File: config.mk
export PLATFORM = sky130hd
export DESIGN_NAME = dphy_clk_lane_ctrl
export DESIGN_NICKNAME = d
export VERILOG_FILES = /design/src/rtl/dphy_pkg.sv /design/src/rtl/dphy_tcnt.sv /design/src/rtl/dphy_clk_lane_ctrl.sv
export SDC_FILE = /design/constraint.sdc
export NUM_CORES = 1
export LEC_CHECK = 0
export CAP_MARGIN = 25
export CORE_UTILIZATION = 35
export DETAILED_ROUTE_END_ITERATION = 16
export DONT_BUFFER_PORTS = 1
export HOLD_SLACK_MARGIN = 0.1
export PLACE_DENSITY_LB_ADDON = 0.2
export SETUP_SLACK_MARGIN = 0.4
export SYNTH_ARGS = -nofsm -noshare
export SYNTH_HDL_FRONTEND = slang
export SYNTH_SLANG_ARGS = --single-unit
File: constraint.sdc
create_clock -name HS_BYTE_CLK -period 3.6 [get_ports HS_BYTE_CLK]
set_input_delay 0.36 -clock HS_BYTE_CLK [delete_from_list [all_inputs] [get_ports HS_BYTE_CLK]]
set_output_delay 0.36 -clock HS_BYTE_CLK [all_outputs]
set_load 0.01 [all_outputs]
File: src/rtl/dphy_pkg.sv
// Shared types for the D-PHY clock lane: lane state encoding and LP line levels.
// The ULPS states are always enumerated; the controller compiles them in only under DPHY_CLK_ULPS_EN.
package dphy_pkg;

  typedef enum logic [3:0] {
    STOP,
    HS_RQST,
    PREPARE,
    ZERO,
    PRE,
    CLK,
    POST,
    TRAIL,
    EXIT,
    ULPS_RQST,
    ULPS,
    ULPS_EXIT
  } clkLaneState_e;

  // LP line levels, packed as {Dp,Dn}
  localparam logic [1:0] LP11 = 2'b11;
  localparam logic [1:0] LP01 = 2'b01;
  localparam logic [1:0] LP00 = 2'b00;
  localparam logic [1:0] LP10 = 2'b10;

  // The ULPS family ignores lane enable; ULPS is only left through ULPS_EXIT
  function automatic logic isUlpsState(input clkLaneState_e s);
    return (s == ULPS_RQST) || (s == ULPS) || (s == ULPS_EXIT);
  endfunction

endpackage

File: src/rtl/dphy_tcnt.sv
// State-duration counter: loads a value on state entry, counts down to zero and holds there.
// A loaded value N expires after N+1 cycles in the state, so 0 gives a one-cycle state.
module dphy_tcnt #(
  parameter int TCNT_W = 8
) (
  input  logic              clk_i,
  input  logic              rst_i,
  input  logic              load_i,
  input  logic [TCNT_W-1:0] loadVal_i,
  output logic              expired_o
);

  logic [TCNT_W-1:0] cnt_q;
  logic [TCNT_W-1:0] cnt_d;

  always_comb begin
    cnt_d = cnt_q;
    if (load_i) begin
      cnt_d = loadVal_i;
    end else if (cnt_q != '0) begin
      cnt_d = cnt_q - 1'b1;
    end
  end

  always_ff @(posedge clk_i or posedge rst_i) begin
    if (rst_i) begin
      cnt_q <= '0;
    end else begin
      cnt_q <= cnt_d;
    end
  end

  assign expired_o = (cnt_q == '0);

endmodule

File: src/rtl/dphy_clk_lane_ctrl.sv
// D-PHY clock lane controller: LP/HS sequencing and data-lane gating.
// Define DPHY_CLK_ULPS_EN to compile in the ULPS_RQST/ULPS/ULPS_EXIT path.
module dphy_clk_lane_ctrl #(
  parameter int NUM_DATA_LANES = 2,
  parameter int TCNT_W         = 8
) (
  input  logic                      HS_BYTE_CLK,
  input  logic                      TxRst,
  input  logic                      enable,
  input  logic                      TxRequestHS,
  input  logic [TCNT_W-1:0]         T_LPX,
  input  logic [TCNT_W-1:0]         T_PREPARE,
  input  logic [TCNT_W-1:0]         T_ZERO,
  input  logic [TCNT_W-1:0]         T_PRE,
  input  logic [TCNT_W-1:0]         T_POST,
  input  logic [TCNT_W-1:0]         T_TRAIL,
  input  logic [TCNT_W-1:0]         T_EXIT,
  input  logic [TCNT_W-1:0]         T_WAKEUP,
  input  logic                      TX_ULPS_CLK,
  input  logic                      TX_ULPS_Exit,
  input  logic [NUM_DATA_LANES-1:0] DATA_LANE_STP_S,
  output logic [1:0]                LP_DP_DN,
  output logic                      HS_EN,
  output logic                      HS_TOGGLE,
  output logic [NUM_DATA_LANES-1:0] DATA_LANE_START,
  output logic                      STOP_STATE,
  output logic                      ULPS_ACTIVE_NOT
);

  import dphy_pkg::*;

  clkLaneState_e state_q;
  clkLaneState_e state_d;

  logic              cntLoad;
  logic [TCNT_W-1:0] cntLoadVal;
  logic              cntExpired;
  logic              ulpsHold;

  logic [1:0]                lpDpDn_q;
  logic [1:0]                lpDpDn_d;
  logic                      hsEn_q;
  logic                      hsEn_d;
  logic                      hsToggle_q;
  logic                      hsToggle_d;
  logic [NUM_DATA_LANES-1:0] dataLaneStart_q;
  logic [NUM_DATA_LANES-1:0] dataLaneStart_d;
  logic                      stopState_q;
  logic                      stopState_d;
  logic                      ulpsActiveN_d;

`ifdef DPHY_CLK_ULPS_EN
  assign ulpsHold = isUlpsState(state_q);
`else
  logic unusedUlps;
  assign ulpsHold   = 1'b0;
  assign unusedUlps = ^{TX_ULPS_CLK, TX_ULPS_Exit, T_WAKEUP};
`endif

  always_ff @(posedge HS_BYTE_CLK or posedge TxRst) begin
    if (TxRst) begin
      state_q <= STOP;
    end else begin
      state_q <= state_d;
    end
  end

  // Dropping enable aborts any HS/LP sequence straight back to STOP
  always_comb begin
    state_d = state_q;
    if (!enable && !ulpsHold) begin
      state_d = STOP;
    end else begin
      case (state_q)
        STOP: begin
          if (TxRequestHS) begin
            state_d = HS_RQST;
          end
`ifdef DPHY_CLK_ULPS_EN
          else if (TX_ULPS_CLK) begin
            state_d = ULPS_RQST;
          end
`endif
        end
        HS_RQST: if (cntExpired) state_d = PREPARE;
        PREPARE: if (cntExpired) state_d = ZERO;
        ZERO:    if (cntExpired) state_d = PRE;
        PRE:     if (cntExpired) state_d = CLK;
        CLK:     if (!TxRequestHS) state_d = POST;
        POST:    if (cntExpired && (&DATA_LANE_STP_S)) state_d = TRAIL;
        TRAIL:   if (cntExpired) state_d = EXIT;
        EXIT:    if (cntExpired) state_d = STOP;
`ifdef DPHY_CLK_ULPS_EN
        ULPS_RQST: if (cntExpired) state_d = ULPS;
        ULPS:      if (TX_ULPS_Exit) state_d = ULPS_EXIT;
        ULPS_EXIT: if (cntExpired) state_d = STOP;
`endif
        default: state_d = STOP;
      endcase
    end
  end

  // Duration is taken from the T_* value present on the entry cycle
  always_comb begin
    cntLoad    = (state_d != state_q);
    cntLoadVal = '0;
    case (state_d)
      HS_RQST: cntLoadVal = T_LPX;
      PREPARE: cntLoadVal = T_PREPARE;
      ZERO:    cntLoadVal = T_ZERO;
      PRE:     cntLoadVal = T_PRE;
      POST:    cntLoadVal = T_POST;
      TRAIL:   cntLoadVal = T_TRAIL;
      EXIT:    cntLoadVal = T_EXIT;
`ifdef DPHY_CLK_ULPS_EN
      ULPS_RQST: cntLoadVal = T_LPX;
      ULPS_EXIT: cntLoadVal = T_WAKEUP;
`endif
      default: cntLoadVal = '0;
    endcase
  end

  dphy_tcnt #(
    .TCNT_W(TCNT_W)
  ) uTcnt (
    .clk_i    (HS_BYTE_CLK),
    .rst_i    (TxRst),
    .load_i   (cntLoad),
    .loadVal_i(cntLoadVal),
    .expired_o(cntExpired)
  );

  // Outputs decode the next state so the registered pins line up with state_q
  always_comb begin
    lpDpDn_d        = LP00;
    hsEn_d          = 1'b0;
    hsToggle_d      = 1'b0;
    dataLaneStart_d = '0;
    stopState_d     = 1'b0;
    ulpsActiveN_d   = 1'b1;
    case (state_d)
      STOP: begin
        lpDpDn_d    = LP11;
        stopState_d = 1'b1;
      end
      HS_RQST: lpDpDn_d = LP01;
      PREPARE: lpDpDn_d = LP00;
      ZERO:    hsEn_d   = 1'b1;
      PRE: begin
        hsEn_d     = 1'b1;
        hsToggle_d = 1'b1;
      end
      CLK: begin
        hsEn_d          = 1'b1;
        hsToggle_d      = 1'b1;
        dataLaneStart_d = '1;
      end
      POST: begin
        hsEn_d     = 1'b1;
        hsToggle_d = 1'b1;
      end
      TRAIL: hsEn_d   = 1'b1;
      EXIT:  lpDpDn_d = LP11;
`ifdef DPHY_CLK_ULPS_EN
      ULPS_RQST: lpDpDn_d = LP10;
      ULPS: begin
        lpDpDn_d      = LP00;
        ulpsActiveN_d = 1'b0;
      end
      ULPS_EXIT: begin
        lpDpDn_d      = LP10;
        ulpsActiveN_d = 1'b0;
      end
`endif
      default: begin
        lpDpDn_d    = LP11;
        stopState_d = 1'b1;
      end
    endcase
  end

  always_ff @(posedge HS_BYTE_CLK or posedge TxRst) begin
    if (TxRst) begin
      lpDpDn_q        <= LP11;
      hsEn_q          <= 1'b0;
      hsToggle_q      <= 1'b0;
      dataLaneStart_q <= '0;
      stopState_q     <= 1'b1;
    end else begin
      lpDpDn_q        <= lpDpDn_d;
      hsEn_q          <= hsEn_d;
      hsToggle_q      <= hsToggle_d;
      dataLaneStart_q <= dataLaneStart_d;
      stopState_q     <= stopState_d;
    end
  end

`ifdef DPHY_CLK_ULPS_EN
  logic ulpsActiveN_q;

  always_ff @(posedge HS_BYTE_CLK or posedge TxRst) begin
    if (TxRst) begin
      ulpsActiveN_q <= 1'b1;
    end else begin
      ulpsActiveN_q <= ulpsActiveN_d;
    end
  end

  assign ULPS_ACTIVE_NOT = ulpsActiveN_q;
`else
  logic unusedUlpsOut;
  assign unusedUlpsOut   = ulpsActiveN_d;
  assign ULPS_ACTIVE_NOT = 1'b1;
`endif

  assign LP_DP_DN        = lpDpDn_q;
  assign HS_EN           = hsEn_q;
  assign HS_TOGGLE       = hsToggle_q;
  assign DATA_LANE_START = dataLaneStart_q;
  assign STOP_STATE      = stopState_q;

endmodule
### Word level (Yosys, flattened, before mapping)

Cells that the tools add are included.

| word-level totals | value |
|---|---|
| register bits after elaboration | 19 |
| input port bits | 72 |

| cells by class | value |
|---|---|
| add/subtract/negate cells | 1 |
| equality and inequality tests | 17 |
| multiplexer cells | 19 |
| reduce and logical (&&, ||, !) cells | 10 |

Operator list:

| cell | count |
|---|---|
| one-hot mux 8 bit (7 select lines) | 1 |
| 2-to-1 mux 4 bit | 10 |
| one-hot mux 4 bit (9 select lines) | 1 |
| equality test 4 x 3 -> 1 bit, second input constant | 8 |
| equality test 4 x 2 -> 1 bit, second input constant | 4 |
| 2-to-1 mux 8 bit | 2 |
| equality test 4 x 1 -> 1 bit, second input constant | 2 |
| equality test 4 bit, second input constant | 2 |
| zero test 8 bit | 1 |
| nonzero test 8 bit | 1 |
| OR reduction 8 bit | 1 |
| subtractor 8 x 1 -> 8 bit, second input constant | 1 |
| OR reduction 6 bit | 1 |
| OR reduction 5 bit | 1 |
| zero test 4 bit | 1 |
| != test 4 bit | 1 |
| one-hot mux 2 bit (2 select lines) | 1 |
| 2-to-1 mux 1 bit | 3 |
| OR reduction 3 bit | 1 |
| 2-to-1 mux 2 bit | 1 |
| AND reduction 2 bit | 1 |
| nonzero test 2 bit | 1 |
| logical AND 1 bit | 1 |

### Depth between registers and ports, before layout

| depth | value |
|---|---|
| word-level depth | 8 |
| depth in mapped cells | 11 |
| depth with buffers taken out | 9 |

### Cells and area by module

Synthesis repeated with hierarchy kept, for this count alone.

| unflattened totals | value |
|---|---|
| cell total of the unflattened synthesis | 175 |
| area, all modules | 1622.8 µm² |

By module, submodules not included:

| module | times used | cells each | area each (µm²) | sequential area each (µm²) |
|---|---|---|---|---|
| dphy_clk_lane_ctrl | 1 | 119 | 1126.1 | 254.0 |
| dphy_tcnt | 1 | 56 | 496.7 | 200.2 |

### Least setup slack after synthesis

OpenSTA, ideal clock, no wires.

| timing | value |
|---|---|
| kind | reg-to-reg |
| from | reg uTcnt.cnt_q[0] |
| to | reg uTcnt.cnt_q[1] |
| setup time | 0.127 ns |
| arrival time | 2.531 ns |
| path slack | 0.942 ns |
| stages on the path, launching flop included | 11 |
| buffers on the path | 1 |
| clock period less this slack | 2.658 ns |
| path through | dfrtp_1 > inv_1 > ha_1 > or3b_2 > o2111ai_1 > o211a_1 > buf_4 > mux2_2 > a222oi_1 > o21a_1 > o21ai_1 |

| on the way | value |
|---|---|
| longest elaborated chain between the ends | 8 |
| elaborated cells on any way between the ends | 25 |
| those cells by class | 1 x add/sub; 8 x eq/ne; 12 x mux; 4 x reduce/logical |

Ends and longest elaborated chain:

| item | line | RTL |
|---|---|---|
| start: declaration | dphy_tcnt.sv:13 | `logic [TCNT_W-1:0] cnt_q;` |
| start signal: assignment | dphy_tcnt.sv:29 | `cnt_q <= cnt_d;` |
| zero test 8 bit | dphy_tcnt.sv:33 | `assign expired_o = (cnt_q == '0);` |
| logical AND 1 bit | dphy_clk_lane_ctrl.sv:90 | `POST: if (cntExpired && (&DATA_LANE_STP_S)) state_d = TRAIL;` |
| 2-to-1 mux 4 bit | dphy_clk_lane_ctrl.sv:90 |  |
| one-hot mux 4 bit (9 select lines) | dphy_clk_lane_ctrl.sv:74 | `case (state_q)` |
| 2-to-1 mux 4 bit | dphy_clk_lane_ctrl.sv:71 | `if (!enable && !ulpsHold) begin` |
| equality test 4 bit, or another cell as far along | dphy_clk_lane_ctrl.sv:107 | `case (state_d)` |
| one-hot mux 8 bit (7 select lines) | dphy_clk_lane_ctrl.sv:107 |  |
| 2-to-1 mux 8 bit | dphy_tcnt.sv:18 | `if (load_i) begin` |

Parallel ways exist; a longest one is shown, timed or not. The select of a mux whose other input is x is not followed.
A chain may end at the register's enable or synchronous reset.

### Worst setup path in the final report

Same ends and word-level chain as after synthesis.

==> run_results.csv <==
group,metric,value,unit
worst_setup_path,path_class,"register to register",
synth,synth_nets,245,
synth,async_reset_ff_share,100,%
place,post-place-ws,508,ps
place,place_area,1560,um^2
floorplan,fp-row-count,23,
run,drv_cap,0,
final_layout,n_fill_cell,425,
worst_setup_path,worst_setup_path_start_kind,"register",
worst_setup_path,cp_slowest_cell,"or3b_2",
synth,syn_avg_cell_area,8.83,um^2
worst_setup_path,reg2reg_slack,650,ps
floorplan,initial_core_util,37.2,%
route,via_per_inst,6.24,
route,drt-pass1-iter-count,4,
place,gp_congestion,0.857,
cts,cts_made_buffers,3,
worst_setup_path,crit_path_cell_trace,"inv_1 > ha_1 > or3b_2 > o2111ai_1 > o211a_4 > mux2_2 > a222oi_1 > o21a_1 > o21ai_1",
global_route,antenna_found_initial,0,
final_layout,antennaDiodeCount,0,
cts,insertion_delay,260,ps
pwr,power_density,543,nW/um^2
global_route,grt_first_pass_wirelength,6.84,mm
synth,synthCells,172,
final_layout,final_nets,243,
sta,worst_pin_slew,700,ps
place,port_buffers,0,
sta,fin_crit,2950,ps
worst_setup_path,crit_end,"uTcnt.cnt_q[1]",
route,vias,1366,
sta,grt_setup_unrepaired,"no",
synth,synth-seq-area-share,29.9,%
sta,setup_violations,0,
worst_setup_path,startpoint,"uTcnt.cnt_q[0]",
worst_setup_path,crit_path_max_incr_delay,530,ps
synth,synth_area_leaders,"dfrtp_1 (25%), mux2i_1 (7.9%), o2bb2ai_1 (6.9%), dfstp_2 (5.2%), xnor2_1 (5.2%)",
place,hpwl,3.40,mm
sta,fmax,0.339,GHz
final_layout,syn_to_final_growth,6.59,%
run_status,status,"finished, final reports clean",
cts,cts_root_buf,"clkbuf_8",
pwr,ir_worst_vdd,0.152,mV
route,remaining_drc_errors,0,
route,first_iter_violations,69,
worst_setup_path,regToRegEndpoint,"uTcnt.cnt_q[1]",
cts,post_cts_buffers,0,
sta,fin_setup_tns,0,ps
worst_setup_path,crit_fanout,11,
sta,setup_slack,647,ps
worst_setup_path,required,3740,ps
cts,hold_buffers,0,
synth,yosys.area.top_type,"dfrtp_1",
synth,synth_cell_type_count,53,
final_layout,utilization,39.6,%
cts,cts_htree_levels,1,
sta,period_share,82.0,%
cts,cts.clk_slew.worst_paths,70,ps
floorplan,core,4090,um^2
worst_setup_path,r2r_cells,9,
floorplan,die_h,67.9,um
route,antenna_left,0,
synth,ys_seq_elements,18,
global_route,overflow,0,
sta,whs,85.1,ps
global_route,grt_max_degree,19,
cts,clock_sinks,18,
final_layout,fin_area,1620,um^2
cts,cts_tree,"built",
place,dp.cells,215,
global_route,grtUsageTotal,20.5,%
worst_setup_path,crit-reg2reg-launch,"uTcnt.cnt_q[0]",
floorplan,die_x,67.9,um
floorplan,die-area,4610,um^2
synth,synth_top_area_share,24.7,%
synth,synth_ff_type,"dfrtp_1",
global_route,grt_pass1_vias,1470,
synth,synth_edf_count,0,
route,wl_per_cell,19.8,um
sta,hold_viol_final,0,
worst_setup_path,critPathArrivalTime,3100,ps
sta,slew-limit-headroom,53.1,%
pwr,finalPower,0.880,mW
worst_setup_path,timing.critical_path.to_type,"register",
sta,skew,1.19,ps
synth,synth_area,1520,um^2
final_layout,drive_gt1_share,13.6,%
final_layout,fin_cells,219,
floorplan,pin_count,80,
min_path,hold_class,"input port to asynchronous set/reset pin",
synth,yosysWarnings,0,
sta,slew_violations,0,
pwr,p_leak,0.663,nW
route,wl,4.35,mm
cts,max-clock-path-buffers,2,
## sequential cells by signal, indices dropped and copies added, names as in the netlist
signal and count:
HS_TOGGLE 1, HS_EN 1, uTcnt.cnt_q 8, LP_DP_DN 2, state_q 4, DATA_LANE_START 1, STOP_STATE 1
## worst max-delay path, delay by kind of cell (launching register included)
family | cells | cell delay (ps)
buf+inv | 1 | 80
fa+ha+maj | 1 | 200
compound gates | 5 | 1210
simple gates | 1 | 530
flops | 1 | 420
mux | 1 | 380
## cells by family (layout without fill, tap and decap cells)
group,count (synthesis),count (layout),share of synthesized area (%)
compound gates,54,54,27.6
xor+xnor,9,9,5.19
other cells,1,1,0.247
simple gates,52,52,18.6
fa+ha+maj,2,2,1.48
buf+inv,21,18,6.67
mux,15,15,10.3
flops,18,18,29.9
## cell type report
class	count	area [um^2]	area share [%]
Timing Repair Buffer	6	45.0	2.78
Clock buffer	4	55.1	3.40
Multi-Input combinational cell	133	972	60.0
Tap cell	50	62.6	3.86
Inverter	8	30.0	1.85
Sequential cell	18	454	28.1
## how the worst min path moves through the flow
stage	startpoint	end	slack (ps)	cells past startpoint
6_report	TxRst	HS_TOGGLE	90	1
5_1_grt	TxRst	state_q[1]	150	1
4_1_cts	TxRst	uTcnt.cnt_q[0]	100	1
3_5_place_dp	TxRst	state_q[1]	380	1
3_3_place_gp	TxRst	HS_TOGGLE	380	1
2_1_floorplan	TxRst	DATA_LANE_START[0]	300	1
## what timing repair did
item,4_1_cts,5_1_grt
hold endpoints to repair,0,0
gates resized for setup,0,3
endpoints found under the setup margin,0,8
## cells in the final DEF (no fill, tap or decap), types with 3 or more instances in the layout
cell,instances
o2bb2ai_1,12
dfrtp_1,15
clkbuf_8,4
nor2_1,13
nand2_1,11
o21ai_0,4
xnor2_1,9
inv_1,8
nor2b_1,5
dfstp_2,3
nor3_1,5
a211oi_1,7
nor4_1,3
a21oi_1,3
mux2i_1,12
nand2b_1,3
o22ai_1,6
buf_4,6
## synth_stat cells, drive strengths merged (2+ instances only)
cell type  count
dfrtp         15
mux2i         13
nor2          13
o2bb2ai       12
nand2         11
xnor2          9
inv            8
a211oi         7
buf            7
clkbuf         6
nor3           6
o21ai          6
o22ai          6
nor2b          5
a21oi          3
dfstp          3
nand2b         3
nor4           3
a2111o         2
and3           2
mux2           2
nand3          2
o211a          2
o211ai         2
o21bai         2
## metal layers
| metal | GRT usage, % | up-vias | part of all wire (%) |
|---|---|---|---|
| li1 | - | 643 | - |
| met1 | 24.5 | 647 | 43 |
| met2 | 36.4 | 67 | 49 |
| met3 | 2.33 | 9 | 5.3 |
| met4 | 9.90 | 0 | 2.4 |
| met5 | 0 | - | 0 |
## report_power, final
part	switching (mW)	internal [mW]
combinational	0.220	0.185
sequential	0.0549	0.253
clock	0.0701	0.0974
total	0.345	0.535
No activity file was read; power rests on OpenSTA's default activity.
